[src/rtl/sound_ctrl_pkg.sv]
// Shared sound definitions: sequencer state/kind enums, default tone lengths
// (also used by the collision oscillator) and a counter-width helper.
package sound_ctrl_pkg;

    typedef enum logic [1:0] {
        IDLE = 2'd0,
        PLAY = 2'd1,
        GAP  = 2'd2
    } snd_state_e;

    typedef enum logic {
        GOOD = 1'b0,
        BAD  = 1'b1
    } snd_kind_e;

    // Must match the oscillator's good/bad tone timers.
    localparam int unsigned GOOD_LEN_DEF = 4000000;
    localparam int unsigned BAD_LEN_DEF  = 10000000;

    // Bits needed to count 0..n-1 (at least one bit).
    function automatic int unsigned cnt_width(input int unsigned n);
        return (n <= 2) ? 1 : $clog2(n);
    endfunction

endpackage

[src/rtl/sound_ctrl_snd_square.sv]
// Square-wave speaker driver: toggles on each enabled oscillator strobe,
// synchronous clear has priority over the toggle.
module snd_square (
    input  logic clk,
    input  logic nRst,
    input  logic at_max,
    input  logic en,
    input  logic clr,
    output logic spk
);

    // Speaker flip-flop: clear wins, otherwise toggle on enabled strobe.
    always_ff @(posedge clk or negedge nRst) begin
        if (!nRst) begin
            spk <= 1'b0;
        end else if (clr) begin
            spk <= 1'b0;
        end else if (en && at_max) begin
            spk <= ~spk;
        end
    end

endmodule

[src/rtl/sound_ctrl.sv]
// Sound-event sequencer: latches eat/hit events, launches one tone at a time
// towards the collision oscillator, times the tone (with a strobe watchdog),
// inserts a silent gap, and turns the oscillator strobe into a speaker pin.
//
// state | meaning
// IDLE  | waiting; launches the highest-priority pending event (hit first)
// PLAY  | tone running for GOOD_LEN/BAD_LEN cycles, watchdog on at_max
// GAP   | GAP_LEN silent cycles so the oscillator fully releases
module sound_ctrl
    import sound_ctrl_pkg::*;
#(
    parameter int unsigned GOOD_LEN = GOOD_LEN_DEF,
    parameter int unsigned BAD_LEN  = BAD_LEN_DEF,
    parameter int unsigned GAP_LEN  = 1024,
    parameter int unsigned WDOG     = 512,
    parameter int unsigned CW       = 24
) (
    input  logic clk,
    input  logic nRst,
    input  logic eat_evt,
    input  logic hit_evt,
    input  logic mute,
    input  logic at_max,
    output logic goodColl,
    output logic badColl,
    output logic spk,
    output logic busy,
    output logic osc_fault
);

    localparam int unsigned WW = cnt_width(WDOG);
    localparam int unsigned GW = cnt_width(GAP_LEN);

    localparam logic [CW-1:0] GOOD_LAST = CW'(GOOD_LEN - 1);
    localparam logic [CW-1:0] BAD_LAST  = CW'(BAD_LEN - 1);
    localparam logic [WW-1:0] WD_LAST   = WW'(WDOG - 1);
    localparam logic [GW-1:0] GAP_LAST  = GW'(GAP_LEN - 1);

    snd_state_e    state;
    snd_state_e    next_state;
    snd_kind_e     kind;
    snd_kind_e     launch_kind;
    logic          launch;
    logic          play_done;
    logic          wd_abort;
    logic          eat_pend;
    logic          hit_pend;
    logic [CW-1:0] dur;
    logic [CW-1:0] dur_last;
    logic [WW-1:0] wd;
    logic [GW-1:0] gcnt;
    logic          spk_en;
    logic          spk_clr;

    assign dur_last = (kind == BAD) ? BAD_LAST : GOOD_LAST;

    // State register.
    always_ff @(posedge clk or negedge nRst) begin
        if (!nRst) begin
            state <= IDLE;
        end else begin
            state <= next_state;
        end
    end

    // Next-state logic, launch decision and tone termination conditions.
    always_comb begin
        next_state  = state;
        launch      = 1'b0;
        launch_kind = GOOD;
        play_done   = 1'b0;
        wd_abort    = 1'b0;
        case (state)
            IDLE: begin
                if (hit_pend) begin
                    launch      = 1'b1;
                    launch_kind = BAD;
                    next_state  = PLAY;
                end else if (eat_pend) begin
                    launch      = 1'b1;
                    launch_kind = GOOD;
                    next_state  = PLAY;
                end
            end
            PLAY: begin
                play_done = (dur == dur_last);
                wd_abort  = !at_max && (wd == WD_LAST);
                if (play_done || wd_abort) begin
                    next_state = GAP;
                end
            end
            GAP: begin
                if (gcnt == GAP_LAST) begin
                    next_state = IDLE;
                end
            end
            default: next_state = IDLE;
        endcase
    end

    // Combinational outputs: speaker enable/clear and busy.
    always_comb begin
        spk_en  = (state == PLAY) && !mute;
        spk_clr = mute || (next_state != PLAY);
        busy    = (state != IDLE) || eat_pend || hit_pend;
    end

    // Pending flags: a new event in the launch cycle keeps its flag set.
    always_ff @(posedge clk or negedge nRst) begin
        if (!nRst) begin
            eat_pend <= 1'b0;
            hit_pend <= 1'b0;
        end else begin
            eat_pend <= (eat_evt && !mute) || (eat_pend && !(launch && launch_kind == GOOD));
            hit_pend <= (hit_evt && !mute) || (hit_pend && !(launch && launch_kind == BAD));
        end
    end

    // Registered requests, tone kind and watchdog fault pulse.
    always_ff @(posedge clk or negedge nRst) begin
        if (!nRst) begin
            kind      <= GOOD;
            goodColl  <= 1'b0;
            badColl   <= 1'b0;
            osc_fault <= 1'b0;
        end else begin
            if (launch) begin
                kind <= launch_kind;
            end
            goodColl  <= launch && (launch_kind == GOOD);
            badColl   <= launch && (launch_kind == BAD);
            osc_fault <= wd_abort;
        end
    end

    // Duration, watchdog and gap counters; each restarts at 0 on state entry.
    always_ff @(posedge clk or negedge nRst) begin
        if (!nRst) begin
            dur  <= '0;
            wd   <= '0;
            gcnt <= '0;
        end else begin
            if (state == PLAY && next_state == PLAY) begin
                dur <= dur + 1'b1;
            end else begin
                dur <= '0;
            end
            if (state == PLAY && next_state == PLAY && !at_max) begin
                wd <= wd + 1'b1;
            end else begin
                wd <= '0;
            end
            if (state == GAP && next_state == GAP) begin
                gcnt <= gcnt + 1'b1;
            end else begin
                gcnt <= '0;
            end
        end
    end

    snd_square u_square (
        .clk    (clk),
        .nRst   (nRst),
        .at_max (at_max),
        .en     (spk_en),
        .clr    (spk_clr),
        .spk    (spk)
    );

endmodule

[config.mk]
export PLATFORM = sky130hd
export DESIGN_NAME = sound_ctrl
export DESIGN_NICKNAME = d
export VERILOG_FILES = /design/src/rtl/sound_ctrl_pkg.sv /design/src/rtl/sound_ctrl_snd_square.sv /design/src/rtl/sound_ctrl.sv
export SDC_FILE = /design/constraint.sdc
export NUM_CORES = 1
export LEC_CHECK = 0
export ABC_CLOCK_PERIOD_IN_PS = 3800
export CAP_MARGIN = 20
export CORE_MARGIN = 10
export CORE_UTILIZATION = 25
export CTS_CLUSTER_SIZE = 40
export DETAILED_ROUTE_END_ITERATION = 8
export PLACE_DENSITY = 0.43
export SKIP_CTS_REPAIR_TIMING = 1
export SYNTH_ARGS = -nofsm -noshare
export SYNTH_HDL_FRONTEND = slang
export SYNTH_HIERARCHICAL = 1
export SYNTH_SLANG_ARGS = --single-unit
[constraint.sdc]
create_clock -name clk -period 3.8 [get_ports clk]
set_input_delay 0.76 -clock clk [delete_from_list [all_inputs] [get_ports clk]]
set_output_delay 0.76 -clock clk [all_outputs]
set_load 0.01 [all_outputs]
======== After elaboration in Yosys (flattened, before gate mapping) ========
Index checks and enable logic that the tools add are counted.
operators by class
  add/sub/neg operators ................... 3
  equality and inequality tests ........... 8
  mux-type cells .......................... 17
  bitwise operators ....................... 2
  reductions and logical operators ........ 25
operator list
  operator                 count
  $mux W24                 2
  $add A24 B1 Y24 const B  1
  $eq A24 B24 Y1           1
  $logic_and A1 B1 Y1      12
  $add A10 B1 Y10 const B  1
  $eq A10 B10 Y1 const B   1
  $mux W10                 1
  $add A9 B1 Y9 const B    1
  $eq A9 B9 Y1 const B     1
  $mux W9                  1
  $mux W1                  8
  $mux W2                  4
  $logic_or A1 B1 Y1       6
  $pmux W2 S3              1
  $eq A2 B1 Y1 const B     2
  $eq A2 B2 Y1 const B     2
  $logic_not A1 Y1         4
  $reduce_bool A2 Y1       2
  $logic_not A2 Y1         1
  $ne A2 B1 Y1 const B     1
  $not A1 Y1               2
storage, ports and cells
  register bits after elaboration ......... 52
  output and inout port bits .............. 5
  logic and storage cells ................. 66

======== Depth between registers and ports, before layout ========
Gate-level depths: netlist of run 1.
  depth after elaboration ................. 9
  mapped depth ............................ 9
  mapped depth without buffers ............ 8

======== By module ========
Netlist of run 1, hierarchy kept.
modules (own cells, without submodules)
  module      times used  cells each  area each (um2)  seq. area each (um2)
  sound_ctrl  1           263         2571.2           1276.2
  snd_square  1           4           51.3             25.0

======== Worst setup path after synthesis of run 1 ========
No wires, ideal clock.
  kind .................................... reg-to-reg
  from .................................... register dur[16]
  to ...................................... register state[0]
  setup time .............................. 0.138 ns
  arrival ................................. 1.799 ns
  required time ........................... 3.662 ns
  setup slack ............................. 1.863 ns
  cell stages (with the launch flop) ...... 7
  path buffers ............................ 2
  clock period less this slack ............ 1.937 ns
  cell sequence ........................... dfrtp_1 > or4b_2 > mux2i_1 > a41o_1 > buf_2 > buf_2 > o21ai_0
on the way
  longest elaborated chain between the ends .. 4
ends and longest elaborated chain
  what                      RTL line           text
  start: declaration        sound_ctrl.sv:48   logic [CW-1:0] dur;
  start signal: assignment  sound_ctrl.sv:144  dur <= dur + 1'b1;
  $eq A24 B24 Y1            sound_ctrl.sv:86   play_done = (dur == dur_last);
  $logic_or A1 B1 Y1        sound_ctrl.sv:88   if (play_done || wd_abort) begin
  $mux W2                   sound_ctrl.sv:88
  $pmux W2 S3               sound_ctrl.sv:73   case (state)
  net next_state[0]         sound_ctrl.sv:40   snd_state_e next_state;
  end signal: assignment    sound_ctrl.sv:62   state <= next_state;
  end: declaration          sound_ctrl.sv:39   snd_state_e state;
The timed path passes the listed nets, and every way through them passes these cells.
A chain may end at the register's enable or synchronous reset.

======== Worst setup path in the final report of run 1 ========
  from .................................... register state[0]
  to ...................................... output port busy
on the way
  longest elaborated chain between the ends .. 3
ends and longest elaborated chain
  what                              RTL line           text
  $reduce_bool A2 Y1                sound_ctrl.sv:105  busy = (state != IDLE) || eat_pend || hit_pend;
  $logic_or A1 B1 Y1 (2 in series)  sound_ctrl.sv:105
  end: declaration                  sound_ctrl.sv:27   output logic busy,
No other way between the ends.

==> metrics.cfg, run 1 <==
[synthesis]
synth_area_per_cell_um2 = 9.82
ys_ff_latch = 52
synth_area_leaders = dfrtp_1 50%, xnor2_1 6.3%, nor3_1 5.9%, xor2_1 3.0%, nor2_1 2.7%
synthArstFlopShare_pct = 100
yosysTopAreaCell = dfrtp_1
syn-instance-count = 267
synth_seq_area_share_pct = 49.6
synth.most_common_cell = dfrtp_1
synth_common_cells = 52 x dfrtp_1, 31 x nor3_1, 19 x nor2_1, 19 x xnor2_1, 15 x nand2_1
ys_warn_count = 6
syn_nets = 277
synth_edf_count = 0
netlist_area_um2 = 2620
synthFlopType = dfrtp_1
synthDistinctLibCells = 45
synth_top_area_share_pct = 49.6

[floorplan]
top_level_ports = 11
die_w_um = 122
core_area_um2 = 10300
die_h_um = 122
start_util_pct = 25.5
die_area_um2 = 15000
rows = 37

[finish]
final_nets = 286
area_growth_pct = 12.8
antenna_cells = 0
fillers = 1097
drive_gt1_share_pct = 9.03
fin_area_um2 = 2960

[power_and_ir_drop]
p_leak_uw = 0.00114
cellPowerDensity_nw_per_um2 = 311
vdd_drop_max_mv = 0.138

[setup_path]
ff2ff_path_depth = 5
cp_data_arrival_time_ps = 1810
critPathLaunchType = flip-flop
cp-end-kind = output pin
required_ps = 3040
r2r-start = dur[16]
worst_r2r_endpoint = wd[3]
crit_fanout = 8
critical_path_class = reg2out
reg2reg_slack_ps = 1390

[placement]
dp_hpwl_mm = 3.80
place.gp.congestion = 0.753
place_area_um2 = 2860
io_buffers = 10

[routing]
drt_iter0_drc = 72
wire_per_inst_um = 13.1
antenna_left = 0
drc = 0
vias = 1938
dr.pass1.iters = 4
wl_mm = 5.42
vias_per_cell = 4.69

[timing]
finalHoldViolations = 0
slew_headroom_pct = 47.7
fmax_ghz = 0.389
rsz0062_at_grt = false
tightest_slew_ps = 784
fin_crit_ps = 2570
skew_ps = 13.4
period_share_pct = 67.7
tns_ps = 0
drv_slew = 0
setup_viol = 0

[min_path]
worstHoldStart = gcnt[0]
min_to = gcnt[0]
hp-class = reg2reg
holdPathStages = 1

[global_route]
antenna_found_initial = 0
grt_usage_pct = 7.71
grt_max_degree = 35
grt_overflow = 0
first_global_vias = 1888
grt_pass1_wl_mm = 9.51

[status]
outcome = finished clean

[run]
cap_violations = 0

[clock_network]
numCtsBuffers = 5
cts_tree = built
cts.reportedPaths.clkPinSlew_ps = 100
cts_max_level = 2
clkSinkCount = 52
clk_latency_ps = 310
clock_path_buffers = 2
root_buffer = clkbuf_8

==> per-stage QoR <==
stage	utilization (%)	power, µW	setup slack [ps]	hold WS [ps]	std cells
floorplan	-	580	1860	455	267
CTS	28.8	940	1200	511	413
finish	28.8	921	1230	504	413
detailed placement	27.9	601	1410	497	405
global placement	27.9	602	1460	490	405
global route	28.8	967	1160	545	413
==> cells by family after synthesis <==
group / synth area share (%)
AOI/OAI and AO/OA: 8.06
xor gates and xnor gates: 9.35
buffers and inverters: 3.72
adders and majority gates: 1.91
muxes: 0.382
DFF: 49.6
and+or+nand+nor: 27.0
==> flip-flops by register name (all words and copies together), names as in the netlist <==
name and cells:
u_square/spk 1, dur 24, osc_fault 1, hit_pend 1, state 2, kind 1
goodColl 1, gcnt 10, wd 9, badColl 1, eat_pend 1
==> worst max-delay path: stages, from the launching register on <==
cell and delay [ps]:
dfrtp_1 470, or4_1 540, clkdlybuf4s50_1 500
==> routing by layer <==
| layer | routed length [µm] | vias to the layer above | GRT usage, % |
|---|---|---|---|
| met1 | 2730 | 944 | 10.3 |
| li1 | - | 969 | - |
| met4 | 50 | 0 | 1.99 |
| met5 | 0 | - | 0 |
| met2 | 2480 | 20 | 12.1 |
| met3 | 154 | 5 | 1.93 |
==> worst max-delay path by stage <==
stage                   from  endpoint  slack (ps)  depth (start not counted)
detailed placement   dur[16]   dur[12]        1410                          5
floorplan            dur[16]  state[0]        1860                          6
global placement     dur[16]     wd[7]        1460                          5
CTS                 state[0]      busy        1200                          2
finish              state[0]      busy        1230                          2
global route        state[0]      busy        1160                          2
==> placed cells by master (no fill, tap or decap), drive strengths merged, types with 2 or more instances in the layout <==
master / synthesis / layout
nor4: 6 / 6
nor2: 19 / 19
buf: 7 / 4
clkbuf: 4 / 7
o31ai: 2 / 2
and3: 2 / 2
nor2b: 2 / 2
or4b: 3 / 3
a211oi: 8 / 8
ha: 4 / 4
nand4: 8 / 8
or4: 5 / 5
or3: 7 / 7
nand3: 14 / 14
nand4b: 2 / 2
a21oi: 2 / 2
xnor2: 19 / 19
xor2: 9 / 9
clkdlybuf4s50: 0 / 9
or2: 3 / 3
nand3b: 2 / 2
inv: 13 / 13
nand2: 15 / 15
o21ai: 13 / 13
dfrtp: 52 / 52
nor3: 31 / 31
nand2b: 2 / 2
==> where the power goes <==
part / internal (µW) / switching (µW)
sequential: 556 / 3.50
combinational: 10.9 / 18.4
clock: 149 / 183
total: 716 / 205
==> layout make-up <==
cell class                 instances  area [µm²]  share of cell area (%)
tap                              136         170                    5.75
clock buffer                       7        86.3                    2.92
multi-input combinational        191        1230                    41.5
sequential                        52        1300                    44.0
clock inverter                     1        7.51                   0.254
inverter                          13        48.8                    1.65
timing repair buffer              13         118                    3.98
Note: power is estimated with default switching activity, not from simulation.
==> run 2: changes to the inputs <==
Settings changed: ABC_CLOCK_PERIOD_IN_PS 3800 to 2050, PLACE_DENSITY 0.43 to 0.44.
Clock period 3.8 ns to 2.05 ns, I/O delays scaled along.
==> metrics.cfg, run 2 (same netlist as run 1, synthesis figures left out) <==
[setup_path]
critPathLaunchType = flip-flop  ; unchanged
required_ps = 2240  ; was 3040 ps
critical_path.slowest_cell = or4b_2  ; was or4_1
cp_data_arrival_time_ps = 2160  ; was 1810 ps
crit_path_cell_trace = buf_6 > or4b_2 > o21ai_2 > a41o_4 > clkbuf_16 > nor3_1  ; was or4_1 > clkdlybuf4s50_1
critical_path_class = reg2reg  ; was reg2out
crit_fanout = 8  ; unchanged
critPathBufInv = 2  ; was 1
cp-end-kind = flip-flop  ; was output pin
path_delay_family = simple AND/OR/NAND/NOR gates  ; unchanged
slowest_delay_ps = 670  ; was 540 ps

[global_route]
first_global_vias = 2025  ; was 1,888
grt_overflow = 0  ; unchanged
antenna_found_initial = 0  ; unchanged
grt_usage_pct = 8.10  ; was 7.71%
grt_max_degree = 53  ; was 35
grt_pass1_wl_mm = 10.1  ; was 9.51 mm

[timing]
drv_slew = 0  ; unchanged
slew_headroom_pct = 78.0  ; was 47.7%
period_share_pct = 96.1
skew_ps = 8.38  ; was 13.4 ps
finalHoldViolations = 0  ; unchanged
fin_crit_ps = 1970
tightest_slew_ps = 327  ; was 784 ps
setup_viol = 0  ; unchanged
fmax_ghz = 0.507
finalWorstSetupSlack_ps = 79.4  ; was 1230 ps

[routing]
wl_mm = 6.21  ; was 5.42 mm
highest_layer = met4  ; unchanged
met3WireLength_um = 177  ; was 154 µm
dr.pass1.iters = 4  ; unchanged
antenna_left = 0  ; unchanged
vias_per_cell = 4.77  ; was 4.69
drc = 0  ; unchanged
vias = 2126  ; was 1,938
wire_per_inst_um = 13.9  ; was 13.1 µm
drt_iter0_drc = 121  ; was 72
wl_met2_mm = 2.93  ; was 2.48 mm
met1_length_mm = 3.06  ; was 2.73 mm

[clock_network]
cts_max_level = 2  ; unchanged
cts_tree = built  ; unchanged
numCtsBuffers = 5  ; unchanged
root_buffer = clkbuf_8  ; unchanged
clock_path_buffers = 2  ; unchanged
clkSinkCount = 52  ; unchanged
cts.reportedPaths.clkPinSlew_ps = 100  ; about the same
clk_latency_ps = 300  ; was 310 ps

[floorplan]
die_h_um = 122  ; unchanged
start_util_pct = 25.5  ; unchanged
top_level_ports = 11  ; unchanged
die_area_um2 = 15000  ; unchanged
die_w_um = 122  ; unchanged
rows = 37  ; unchanged
core_area_um2 = 10300  ; unchanged

[finish]
final_nets = 320  ; was 286
mostFrequentLayoutCells = 52 x dfrtp_1, 31 x nor3_1, 30 x buf_4, 19 x nor2_1, 19 x xnor2_1  ; was 52 x dfrtp_1, 31 x nor3_1, 19 x nor2_1, 19 x xnor2_1, 15 x nand2_1
drive_gt1_share_pct = 22.3  ; was 9.03%
utilization_pct = 33.2  ; was 28.8%
layout_commonest_cell = dfrtp_1  ; unchanged
area_growth_pct = 29.9  ; was 12.8%
largest_register_ffs = 24  ; unchanged
antenna_cells = 0  ; unchanged
regMostFlops = dur  ; unchanged
largest_registers = dur x24, gcnt x10, wd x9  ; unchanged

[power_and_ir_drop]
cellPowerDensity_nw_per_um2 = 562  ; was 311 nW/µm²
finalPower_uw = 1910  ; was 921 µW
vdd_drop_max_mv = 0.373  ; was 0.138 mV
p_leak_uw = 0.00137  ; was 0.00114 µW

[placement]
io_buffers = 10  ; unchanged
dp_slack_ps = 10.7  ; was 1410 ps
place.gp.congestion = 0.760  ; was 0.753
dp_hpwl_mm = 3.98  ; was 3.80 mm

[run]
cap_violations = 0  ; unchanged

[status]
outcome = finished clean  ; unchanged

[min_path]
hp-class = in2async  ; was reg2reg

## run 2: worst paths after layout
path	from	endpoint	slack [ps]	cells past startpoint
setup / recovery	kind	dur[2]	80	6
min in group clk	gcnt[0]	gcnt[0]	500	1
max in group asynchronous	nRst	dur[12]	1720	2
setup reg to reg	kind	dur[2]	80	6
hold reg to reg	gcnt[0]	gcnt[0]	500	1
hold / removal	nRst	gcnt[3]	80	2
## run 2: through the flow
stage               instance area, µm²  TNS (ps)  hold slack, ps  instances
floorplan                         2620         0             114        267
global placement                  3100    -0.921             431        432
detailed placement                3100         0             431        432
CTS                               3230      -238            88.9        439
global route                      3410     -40.0             101        446
finish                            3410         0            75.7        446
## run 2: final cells by class
cell class	instances	area (µm²)
fillers	1082	6870
multi-input cells	191	1300
clock inverters	2	60.1
inverters	13	48.8
repair buffers	47	459
well taps	136	170
clock buffers	5	68.8
flip-flops and latches	52	1300
## run 2: report_power, final
group / switching (µW) / total [µW] / internal, µW
clock: 337 / 818 / 481
sequential: 7.18 / 1040 / 1030
combinational: 34.6 / 57.8 / 23.1
total: 379 / 1910 / 1530
## run 2: layer usage
layer / track usage [%] / vias up
met5: 0 / -
met4: 1.77 / 0
met3: 1.88 / 5
met2: 12.7 / 20
met1: 11.1 / 1057
li1: - / 1044
